[src/rtl/intr_ctrl.sv]
// intr_ctrl: 8-level nested priority interrupt controller.
// Define INTC_MASK_EN to build the per-line enable mask register.
module intr_ctrl (
  input  logic       clk,
  input  logic       reset,
  input  logic [7:0] irq,
  input  logic [7:0] s_calli,
  input  logic [7:0] s_reti,
  output logic [7:0] max_bit_s,
  output logic [7:0] max_bit_a
`ifdef INTC_MASK_EN
  ,
  input  logic       imask_we,
  input  logic [7:0] imask_d
`endif
);

  logic [7:0] sync1;
  logic [7:0] sync2;
  logic [7:0] sync2_d;
  logic [7:0] pending;
  logic [7:0] in_service;
  logic [7:0] enable;
  logic [7:0] rise;

  function automatic logic [7:0] msb1(
    input logic [7:0] v
  );
    logic [7:0] r;
    r = '0;
    for (int i = 0; i < 8; i++) begin
      if (v[i]) begin
        r    = '0;
        r[i] = 1'b1;
      end
    end
    return r;
  endfunction

`ifdef INTC_MASK_EN
  logic [7:0] mask;

  // mask register, all lines enabled out of reset
  always_ff @(posedge clk or negedge reset) begin
    if (!reset) begin
      mask <= 8'hFF;
    end else if (imask_we) begin
      mask <= imask_d;
    end
  end

  assign enable = mask;
`else
  assign enable = 8'hFF;
`endif

  // a level produces one event, on its synchronized rising edge
  assign rise = sync2 & ~sync2_d;

  // synchronizer chain plus edge-detect delay flop
  always_ff @(posedge clk or negedge reset) begin
    if (!reset) begin
      sync1   <= '0;
      sync2   <= '0;
      sync2_d <= '0;
    end else begin
      sync1   <= irq;
      sync2   <= sync1;
      sync2_d <= sync2;
    end
  end

  // pending: new event beats a coincident acknowledge
  always_ff @(posedge clk or negedge reset) begin
    if (!reset) begin
      pending <= '0;
    end else begin
      pending <= (pending & ~s_calli) | rise;
    end
  end

  // in_service: return beats a coincident entry on the same bit
  always_ff @(posedge clk or negedge reset) begin
    if (!reset) begin
      in_service <= '0;
    end else begin
      in_service <= (in_service | s_calli) & ~s_reti;
    end
  end

  // priority decodes straight off registered state
  always_comb begin
    max_bit_s = msb1((pending & enable) | in_service);
    max_bit_a = msb1(in_service);
  end

endmodule

[config.mk]
export PLATFORM = sky130hd
export DESIGN_NAME = intr_ctrl
export DESIGN_NICKNAME = d
export VERILOG_FILES = /design/src/rtl/intr_ctrl.sv
export SDC_FILE = /design/constraint.sdc
export NUM_CORES = 1
export LEC_CHECK = 0
export BUFFER_PORTS_ARGS = -buffer_cell sky130_fd_sc_hd__buf_2
export CORE_UTILIZATION = 55
export CTS_BUF_LIST = sky130_fd_sc_hd__clkbuf_2
export DETAILED_ROUTE_END_ITERATION = 10
export GPL_ROUTABILITY_DRIVEN = 0
export GPL_TIMING_DRIVEN = 0
export HOLD_SLACK_MARGIN = 0.03
export MAX_ROUTING_LAYER = met4
export PLACE_DENSITY_LB_ADDON = 0.3
export SYNTH_ARGS = -nofsm -noshare
export SYNTH_HDL_FRONTEND = slang
export SYNTH_SLANG_ARGS = --single-unit
[constraint.sdc]
create_clock -name clk -period 4.95 [get_ports clk]
set_input_delay 0.2475 -clock clk [delete_from_list [all_inputs] [get_ports clk]]
set_output_delay 0.2475 -clock clk [all_outputs]
set_load 0.05 [all_outputs]
==> results of run 1 <==
[critical path: stages (launching register included)]
cell	delay [ns]
dfrtp_1	0.43
or4_1	0.55
or4b_4	0.53
nor3_1	0.22
buf_2	0.30
[flip-flops by register name, summed over array words and instances, names as in the netlist]
name        cells
sync2_d         8
in_service      8
sync2           8
pending         8
sync1           8
[logic make-up after synthesis]
logic type,share of synthesized area
AOI/OAI and AO/OA,0.0447
buffers and inverters,0.0530
DFF,0.744
and+or+nand+nor,0.158
[where the power goes]
| part | internal [mW] | switching, mW |
|---|---|---|
| Sequential | 0.347 | 0.0141 |
| Clock | 0.0271 | 0.0846 |
| Combinational | 0.0311 | 0.0462 |
| Total | 0.405 | 0.145 |
[through the flow]
stage,util,hold slack (ns),setup slack (ns)
6_report,0.790,0.0660,2.30
5_1_grt,0.790,0.0377,2.22
4_1_cts,0.790,0.0450,2.29
3_5_place_dp,0.703,0.335,2.73
3_3_place_gp,0.703,0.332,2.76
2_1_floorplan,-,-0.0481,2.02
[cells in the final DEF, fill, tap and decap left out]
cell           Yosys  layout
buf_2              0      41
buf_4              1       1
clkbuf_2           0       5
dfrtp_1           40      40
dlygate4sd3_1      0      17
inv_1             17      17
nand2_1            1       1
nand2b_1           1       1
nor2_1            25      25
nor2b_1            1       1
nor3_1             2       2
nor3b_1            2       2
nor4_1             2       2
nor4_2             1       1
nor4b_1            2       2
o21ai_0            2       2
o22ai_1            8       8
or2_1              1       1
or4_1              2       2
or4b_4             1       1
[final timing paths]
| check | start | endpoint | slack (ns) | cells after the start |
|---|---|---|---|---|
| max in group asynchronous | reset | sync1[7] | 3.93 | 2 |
| setup / recovery | pending[6] | max_bit_s[0] | 2.30 | 4 |
| min in group asynchronous | reset | pending[4] | 0.49 | 2 |
| hold / removal | s_calli[6] | pending[6] | 0.07 | 2 |
| setup reg to reg | in_service[6] | in_service[6] | 4.20 | 2 |
| hold reg to reg | sync1[1] | sync2[1] | 0.36 | 0 |
[layer usage]
layer | wire length (um) | part of all wire | vias to the layer above | track usage
met5 | 0 | 0 | - | -
met4 | 68 | 0.029 | 0 | 0.144
met3 | 140 | 0.060 | 9 | 0.0655
met2 | 1140 | 0.49 | 48 | 0.351
met1 | 996 | 0.42 | 452 | 0.236
li1 | - | - | 479 | -
[final cells by class]
class	count	area share
buffer	1	0.00422
clock buffer	5	0.0141
inverter	17	0.0358
multi-input combinational	51	0.153
sequential	40	0.562
tap	28	0.0197
timing repair buffer	58	0.211
==> summary by stage, run 1 <==
Clock tree
The number of sinks on the clock net is 40. Hold repair after CTS inserted 17 buffers. The count of instances resized after the clock tree is built is 0. The CTS buffer count is 5. The tree is rooted in a clkbuf_2. Counting along the longest clock path gives a buffer depth of 2.

The number of post-CTS setup repair buffers is 0. The CTS tree is done. The later pin in the worst-skew pair is clocked with a latency of 0.36 ns. The clock-pin slew on the worst setup and hold paths is 0.17 ns. The number of levels the H-tree was split into is 2.

Routing
Wires add up to 2350 um. After detailed routing, the number of vias per cell comes to 4.94. The detailed router placed 988 vias in this run. The number of nets with antenna violations after detailed routing is 0.

The detailed router's first-iteration violation count is 19. The remaining design rule violation count is 0. In the final routed layout, each cell accounts on average for 11.7 um. The first detailed-routing pass took 6 iterations.

Final layout
The number of antenna diodes in the final layout is 0. The area of all placed cells without fillers is 1780 um2. The final net count is 200. Registers take 1000 um2. Of the cells placed in the final design, the portion with a size suffix greater than 1 is 0.285. Summing all multi-input logic gate instances after layout gives 273 um2. The relative area change from synthesis to final layout is 32.4%. The post-route non-filler standard cell count is 200.

Fill cells in the final layout number 153.

GRT
The number of global-route vias before repair is 984. The number of antenna violations at the first check in global routing is 0. The wire length of the first global-routing pass is 3860 um.

In the global route stage, overall resource usage came out at 0.220. Entering global routing, the biggest net connects 41 pins. For this run the aggregate overflow at the end of global routing stands at 0.

Logic synthesis
A synthesized cell averages 12.3 um2. The commonest register cell after synthesis is dfrtp_1. In this run, synthesis produced a sequential element count of 40. The biggest area contributor in the post-synthesis netlist is dfrtp_1.

The gate count of the mapped netlist is 109. The Yosys step of the flow raised 0 warnings. In the synthesized netlist, the cells that appear most often are 40 x dfrtp_1, 25 x nor2_1, 17 x inv_1.

Yosys mapped a number of flops with a built-in enable equal to 0. The mapped netlist covers 1350 um2. The share of synthesized area in the top cell type comes to 0.744. The sequential share of the synthesized area is 0.744. Of all flip-flops after synthesis, the portion carrying an async set or reset was 1.00. By instance count, the leading cell after synthesis is dfrtp_1. The number of different library cells used by synthesis comes to 17. Sorting the synthesized cells by area gives the leading types as dfrtp_1 74%, nor2_1 7.0%, inv_1 4.7%. Synthesis produced a netlist with a net count of 135.

Placement
During placement, the flow inserted port buffers numbering 41. The area after detailed placement is 1590 um2. Detailed placement finished with a half-perimeter wire length of 1560 um.

The total placed cells including tap cells is 178.

Floorplan
The horizontal extent of the die is 51.5 um. The initial utilization of the core area, before any placement, comes to 0.597. Pin placement for this block handled 42 I/O pins. The number of placement rows is 17. The die area is 2650 um2. The placeable core area is 2250 um2. From bottom edge to top edge, the die measures 51.5 um.

Timing
The fmax is 378 MHz. The final setup violation count is 0. In the finished design, the share of the clock period the worst path needs comes to 0.535. The count of endpoints failing hold in the final timing report is 0.

The actual transition at the worst max-transition pin is 0.818 ns. The worst pin sits at a relative slew slack of 0.454. The worst-case clock skew is 0.0182 ns. The setup total negative slack is 0 ns. Setup repair after global routing left no endpoint under its margin.

The post-layout minimum cycle time is 2.65 ns. The final count of pins violating max slew is 0.

Flow run
The total of max-cap violations is 0.

Worst setup path
The critical path is of the reg2out type. The kind of start point of the critical path is a flop. Data on the critical path arrives at its endpoint at 2.40 ns.

STA classifies the critical path endpoint as a primary output. At the worst endpoint, the required time is 4.70 ns. The maximum fanout along the worst path is 4.

Power and ir drop
The maximum vdd ir drop is 0.249 mV. The analysis attributes to cell leakage a power of 0.919 nW. The power density normalized to cell area is 309 nW/um2. The design draws 550 uW.

Min path
The worst hold path belongs to the class in2reg.

Outcome
The run finished with clean final reports.
Note: power is estimated with default switching activity, not from simulation.
==> inputs of run 2 (changes only) <==
- CORE_UTILIZATION: 55 -> 51
- clock period: 4.95 -> 2.8 ns (I/O delays scaled with it)
==> run 2 against run 1 <==
  * Worst setup slack lost 2.1 ns
  * Total power up 110%
  * First-iteration DRC count fell by 37%
  * Cell count grew 11%
  * Clock power grew to 3.0 times the previous value
  * Critical endpoint is now max_bit_s[2]
==> summary by stage, run 2 (same netlist as run 1, synthesis figures left out) <==
Outcome
The run finished with clean final reports.

Placement
The placed wire-length estimate is 1680 um. The total placed cells including tap cells is 180. Port buffering added 41 buffers.

Worst setup path
The data arrival time at the worst-slack endpoint is 2.49 ns. Walking the worst path, the cells encountered are or4_1 > or4b_4 > nor4_2 > buf_2. Data on the critical path is required at its endpoint by 2.66 ns. For this run, the slowest stage of the critical path takes 0.58 ns. The family of cells with the greatest summed delay on the critical path is simple AND/OR/NAND/NOR gates. The path type of the worst setup path is reg2out. The standard cell with the maximum stage delay on the critical path is or4_1. The maximum fanout along the worst path is 4. The kind of start point of the critical path is a flop. The worst setup path is captured at a primary output. Counting both buffers and inverters, the worst setup path holds a total of 1.

Clock tree
At the later pin of the worst-skew pair, clock insertion delay measures 0.39 ns. The maximum buffer depth of the clock tree is 2. The CTS buffer count is 5.

CTS built an H-tree with a depth of 2. Gates resized during post-CTS repair numbered 0. Clock-pin slew was measured on the worst setup and hold paths at 0.19 ns. TritonCTS built the clock tree. The clock tree root buffer cell is clkbuf_2. The number of sinks on the clock net is 40.

GRT
The pin count of the biggest net entering global routing is 41. The number of global-route vias before repair is 1046. The routing layer with the top usage in global route is met2. Global routing finished with a remaining overflow of 0. Across every metal layer, demand over resource in global routing totals 0.243. The wire length of the first global-routing pass is 4450 um. For met3 alone, demand over resource in global routing was 0.0891. The met1 demand-to-capacity share in global routing is 0.266.

The number of antenna violations at the first check in global routing came to 0. For this run, global-route usage on met2 was measured as 0.404.

Routing
The detailed-router iteration count before antenna repair is 4. The routed layout has 1066 vias. After detailed routing, the total wire length is 2880 um. The detail-routed via count per cell is 4.82. For this block, the initial DRC count from the detailed router was 12. The remaining design rule violation count is 0. The count of nets left with antenna violations once routing finished came out at 0.

After detailed routing, the average wire length per cell comes to 13.0 um.

Final layout
After filler insertion, the fill cell instance count of the layout stands at 147. The share of cells above drive strength 1 is 0.277. The finished layout holds 221 standard cells, fillers aside. The net count of the finished layout is 216. In the layout the commonest cells are 41 x buf_2, 40 x dfrtp_1, 33 x dlygate4sd3_1. Leaving out fill and tap cells, the most frequent cell in the layout is buf_2. The number of antenna repair diodes is 0. The area growth from synthesis to layout is 48.1%.

Power and ir drop
Cell internal power was estimated by the tool at 835 uW. The maximum vdd ir drop is 0.542 mV. The power density normalized to cell area is 569 nW/um2.

The switching power is 298 uW. The fraction of power consumed by combinational cells is 0.141. The switching share of power is 0.263. The sequential group share of total power is 0.565. The overall power is 1.13 mW.

The share of total power dissipated in the clock network is 0.294. The analysis attributes to cell leakage a power of 1.01 nW.

Flow run
The total of max-cap violations is 0.

Min path
The worst hold path belongs to the class in2async.

Timing
After routing, the total negative slack on setup checks comes to 0 ns. The count of endpoints failing hold in the final timing report was 0. Based on the critical path, the design can be clocked at up to 380 MHz. The worst-case clock skew is 0.00801 ns. The final clock period utilization by the worst path is 0.940.

The final count of pins violating max slew is 0. Headroom to the max-slew limit came out at 0.441. The final setup violation count is 0.

The actual transition at the worst max-transition pin is 0.839 ns. Setup repair after global routing left no endpoint under its margin. Counting I/O delays and the setup requirement, the final critical path takes 2.63 ns.

Floorplan
The die covers 2850 um2. The placeable core area is 2480 um2. During I/O placement, the number of pins put on the boundary was 42. The initial core utilization is 0.543. The height of the die is 53.4 um. In this run the horizontal extent of the chip is 53.4 um. The number of placement rows is 18.
[run 2: changes by cell type in the layout (fill, tap and decap cells not counted), sizes merged]
cell	change
bufinv	+1
clkinv	+1
clkinvlp	+1
dlygate4sd3	+16
[run 2: repair_timing]
item                                   CTS  global route
buffers inserted                         0             0
endpoints found under the hold margin   64             0
hold buffers                            33             0
[run 2: stage by stage]
| step | setup slack, ns | area [um2] | hold slack (ns) | util |
|---|---|---|---|---|
| 4_1_cts | 0.203 | 1990 | 0.333 | 0.804 |
| 3_5_place_dp | 0.684 | 1590 | 0.249 | 0.643 |
| 5_1_grt | 0.0688 | 1990 | 0.330 | 0.804 |
| 3_3_place_gp | 0.713 | 1590 | 0.248 | 0.643 |
| 6_report | 0.167 | 1990 | 0.353 | 0.804 |
| 2_1_floorplan | 0.113 | 1350 | -0.156 | - |
[run 2: power groups by stage]
stage | Combinational, mW | Clock (mW) | Sequential (mW)
detailed placement | 0.120 | 0 | 0.649
CTS | 0.157 | 0.345 | 0.638
global placement | 0.115 | 0 | 0.646
finish | 0.160 | 0.333 | 0.640
global route | 0.174 | 0.369 | 0.645
floorplan | 0.0748 | 0 | 0.642
[run 2: layer usage]
metal / vias to the layer above / share of wire
met4: 0 / 0.012
met5: - / 0
met3: 7 / 0.048
met1: 512 / 0.42
met2: 33 / 0.51
li1: 514 / -
[run 2: final cells by class]
| cell class | count | area (um2) | share of cell area |
|---|---|---|---|
| Buffer | 1 | 7.51 | 0.00377 |
| Clock buffer | 5 | 25.0 | 0.0126 |
| Clock inverter | 3 | 42.5 | 0.0214 |
| Inverter | 17 | 63.8 | 0.0320 |
| Multi-Input combinational cell | 51 | 279 | 0.140 |
| Sequential cell | 40 | 1000 | 0.503 |
| Tap cell | 30 | 37.5 | 0.0188 |
| Timing Repair Buffer | 74 | 536 | 0.269 |
[run 2: path summary, 6_finish.rpt]
check | startpoint | end | slack [ns] | depth (start not counted)
max | pending[6] | max_bit_s[2] | 0.17 | 4
min reg2reg | sync1[3] | sync2[3] | 0.37 | 0
max in group asynchronous | reset | sync2[0] | 1.92 | 2
max reg2reg | in_service[6] | in_service[6] | 1.46 | 3
min in group clk | irq[5] | sync1[5] | 0.37 | 2
min | reset | in_service[7] | 0.35 | 2
==> inputs of run 3 (changes only) <==
- CORE_MARGIN: unset -> 3
- REMOVE_ABC_BUFFERS: unset -> 1
==> run 3 against run 2 <==
  * Worst hold slack better by 0.015 ns
  * Register-to-register slack got worse by 0.02 ns
  * Wire length grew 9.4%
  * Critical path type unchanged
  * Die area rose by 16%
==> summary by stage, run 3 (same netlist as run 1, synthesis figures left out) <==
Worst setup path
The path type of the worst setup path is reg2out. The worst-case reg-to-reg path depth is 3. Of all nets on the critical path, the largest fanout is 4. The family of cells with the greatest summed delay on the critical path is simple AND/OR/NAND/NOR gates.

STA classifies the critical path startpoint as a flop. The number of buffer and inverter instances along the worst setup path is 1. The largest stage delay on the critical path is 0.56 ns. Traced cell by cell, the critical path runs through or4_1 > or4b_4 > nor3_1 > buf_2. The standard cell with the maximum stage delay on the critical path is or4_1. For the worst setup path, the data arrival time is 2.47 ns. The data required time at the worst endpoint is 2.66 ns. The number of logic stages on the critical path including buffering is 4.

The worst setup path is captured at a primary output.

Placement
Once detailed placement completed, the half-perimeter wirelength came to 1700 um. Port buffering added 41 buffers. The total placed cells including tap cells is 177. Once placement finished, the instance area stood at 1580 um2.

Clock tree
The maximum buffer depth of the clock tree is 2. Clock tree synthesis selected as its root buffer the cell clkbuf_2. The number of levels the H-tree was split into is 2.

The insertion delay of the later-clocked pin in the worst-skew pair is 0.38 ns. After clock tree synthesis, the clock-pin slew on the worst setup and hold paths is 0.19 ns. The CTS tree is done. The number of gates resized after CTS was 0. The count of hold-fix buffers inserted at cts is 33. Buffers added to address setup during post-CTS repair amount to 0.

The CTS buffer count is 5. Clock tree synthesis found a total of 40 sinks.

Timing
The worst-case clock skew is 0.0194 ns. At the pin with the least slew margin, the transition time is 0.864 ns. The worst pin sits at a relative slew slack of 0.424. The final count of pins violating max slew was 0. Setup repair after global routing left no endpoint under its margin.

The final clock period utilization by the worst path is 0.933. The count of endpoints failing hold in the final timing report is 0. Static timing analysis puts the maximum clock frequency at 383 MHz. The worst path needs 2.61 ns of the cycle, external delays included. The final setup violation count is 0.

Floorplan
The die is 57.4 um wide. In this run the vertical extent of the chip is 57.4 um. The die covers 3290 um2.

The number of placement rows is 17. The initial core utilization is 0.570. For this design the top-level I/O count stands at 42.

The placeable core area is 2360 um2.

Final layout
Registers take 1000 um2. The share of cells above drive strength 1 is 0.265. The area of all placed cells without fillers is 1940 um2. The relative area change from synthesis to final layout is 44.5%.

0 antenna diodes ended up in the layout. Leaving out fill and tap cells, the most frequent cells in the layout are 41 x buf_2, 40 x dfrtp_1, 33 x dlygate4sd3_1. The layout has 123 filler cells. Summing all multi-input logic gate instances after layout gives 273 um2. The library cell used most frequently in the layout, excluding fill and tap cells, is buf_2.

The final net count is 215. The finished layout holds 217 standard cells, fillers aside.

Flow run
The total of max-cap violations is 0.

GRT
The first global-routing pass estimated 5480 um of wire. Across every metal layer, demand over resource in global routing totals 0.233. The pin count of the biggest net entering global routing is 41.

The number of antenna violations at the first check in global routing is 0. The overall overflow remaining after global route is 0. The number of global-route vias before repair is 1249.

Routing
The remaining design rule violation count is 0. Wires add up to 3150 um. The detailed-router iteration count before antenna repair is 4.

The total via count after detailed routing is 1109. The first routing iteration left 43 violations. In the final routed layout, each cell accounts on average for 14.5 um.

After detailed routing, the number of vias per cell comes to 5.11. The number of nets with antenna violations after detailed routing is 0.

Power and ir drop
The leakage component of the power is 0.996 nW. IR analysis of the VDD net gives a maximum drop of 0.493 mV. Power spread over the standard cell area amounts to 528 nW/um2.

Min path
The worst hold path stage count is 0. The worst hold-check path type is reg2reg.

Outcome
The flow ran to the end, and the final reports show no timing, DRC or antenna violations.
[run 3: changes by cell type in the layout (fill, tap and decap cells not counted)]
cell        before  now
buf_4            1    0
bufinv_16        1    0
clkbuf_2         5    6
clkinvlp_4       1    0
nor4b_1          1    2
nor4b_2          1    0
[run 3: worst paths after layout]
path / startpoint / slack, ns / endpoint
max: pending[6] / 0.19 / max_bit_s[0]
min: sync1[6] / 0.37 / sync2[6]
max reg2reg: in_service[5] / 1.44 / in_service[5]
min reg2reg: sync1[6] / 0.37 / sync2[6]
max in group asynchronous: reset / 1.87 / sync1[1]
min in group asynchronous: reset / 0.38 / pending[7]
[run 3: where the power goes]
group	total (mW)	internal [mW]	switching, mW
Sequential	0.640	0.613	0.0263
Clock	0.226	0.0596	0.166
Combinational	0.161	0.0708	0.0901
Total	1.03	0.744	0.283
[run 3: per-layer routing]
metal,global-route usage,up-vias,part of all wire
met5,-,-,0
met4,0.169,0,0.053
met3,0.0588,20,0.065
met2,0.374,58,0.51
met1,0.247,522,0.37
li1,-,509,-
[run 3: metrics by stage]
step / hold WS [ns] / TNS (ns) / worst slack, ns / utilization / power [mW]
3_3_place_gp: 0.248 / 0 / 0.713 / 0.668 / 0.759
4_1_cts: 0.367 / 0 / 0.212 / 0.823 / 1.03
6_report: 0.369 / 0 / 0.186 / 0.823 / 1.03
5_1_grt: 0.344 / 0 / 0.0896 / 0.823 / 1.09
3_5_place_dp: 0.249 / 0 / 0.678 / 0.668 / 0.766
2_1_floorplan: -0.156 / -0.240 / -0.144 / - / 0.714
[run 3: layout make-up]
class | count | share of cell area
Clock inverter | 1 | 0.00258
Sequential cell | 40 | 0.515
Multi-Input combinational cell | 51 | 0.140
Timing Repair Buffer | 74 | 0.276
Inverter | 17 | 0.0328
Tap cell | 28 | 0.0180
Clock buffer | 6 | 0.0155
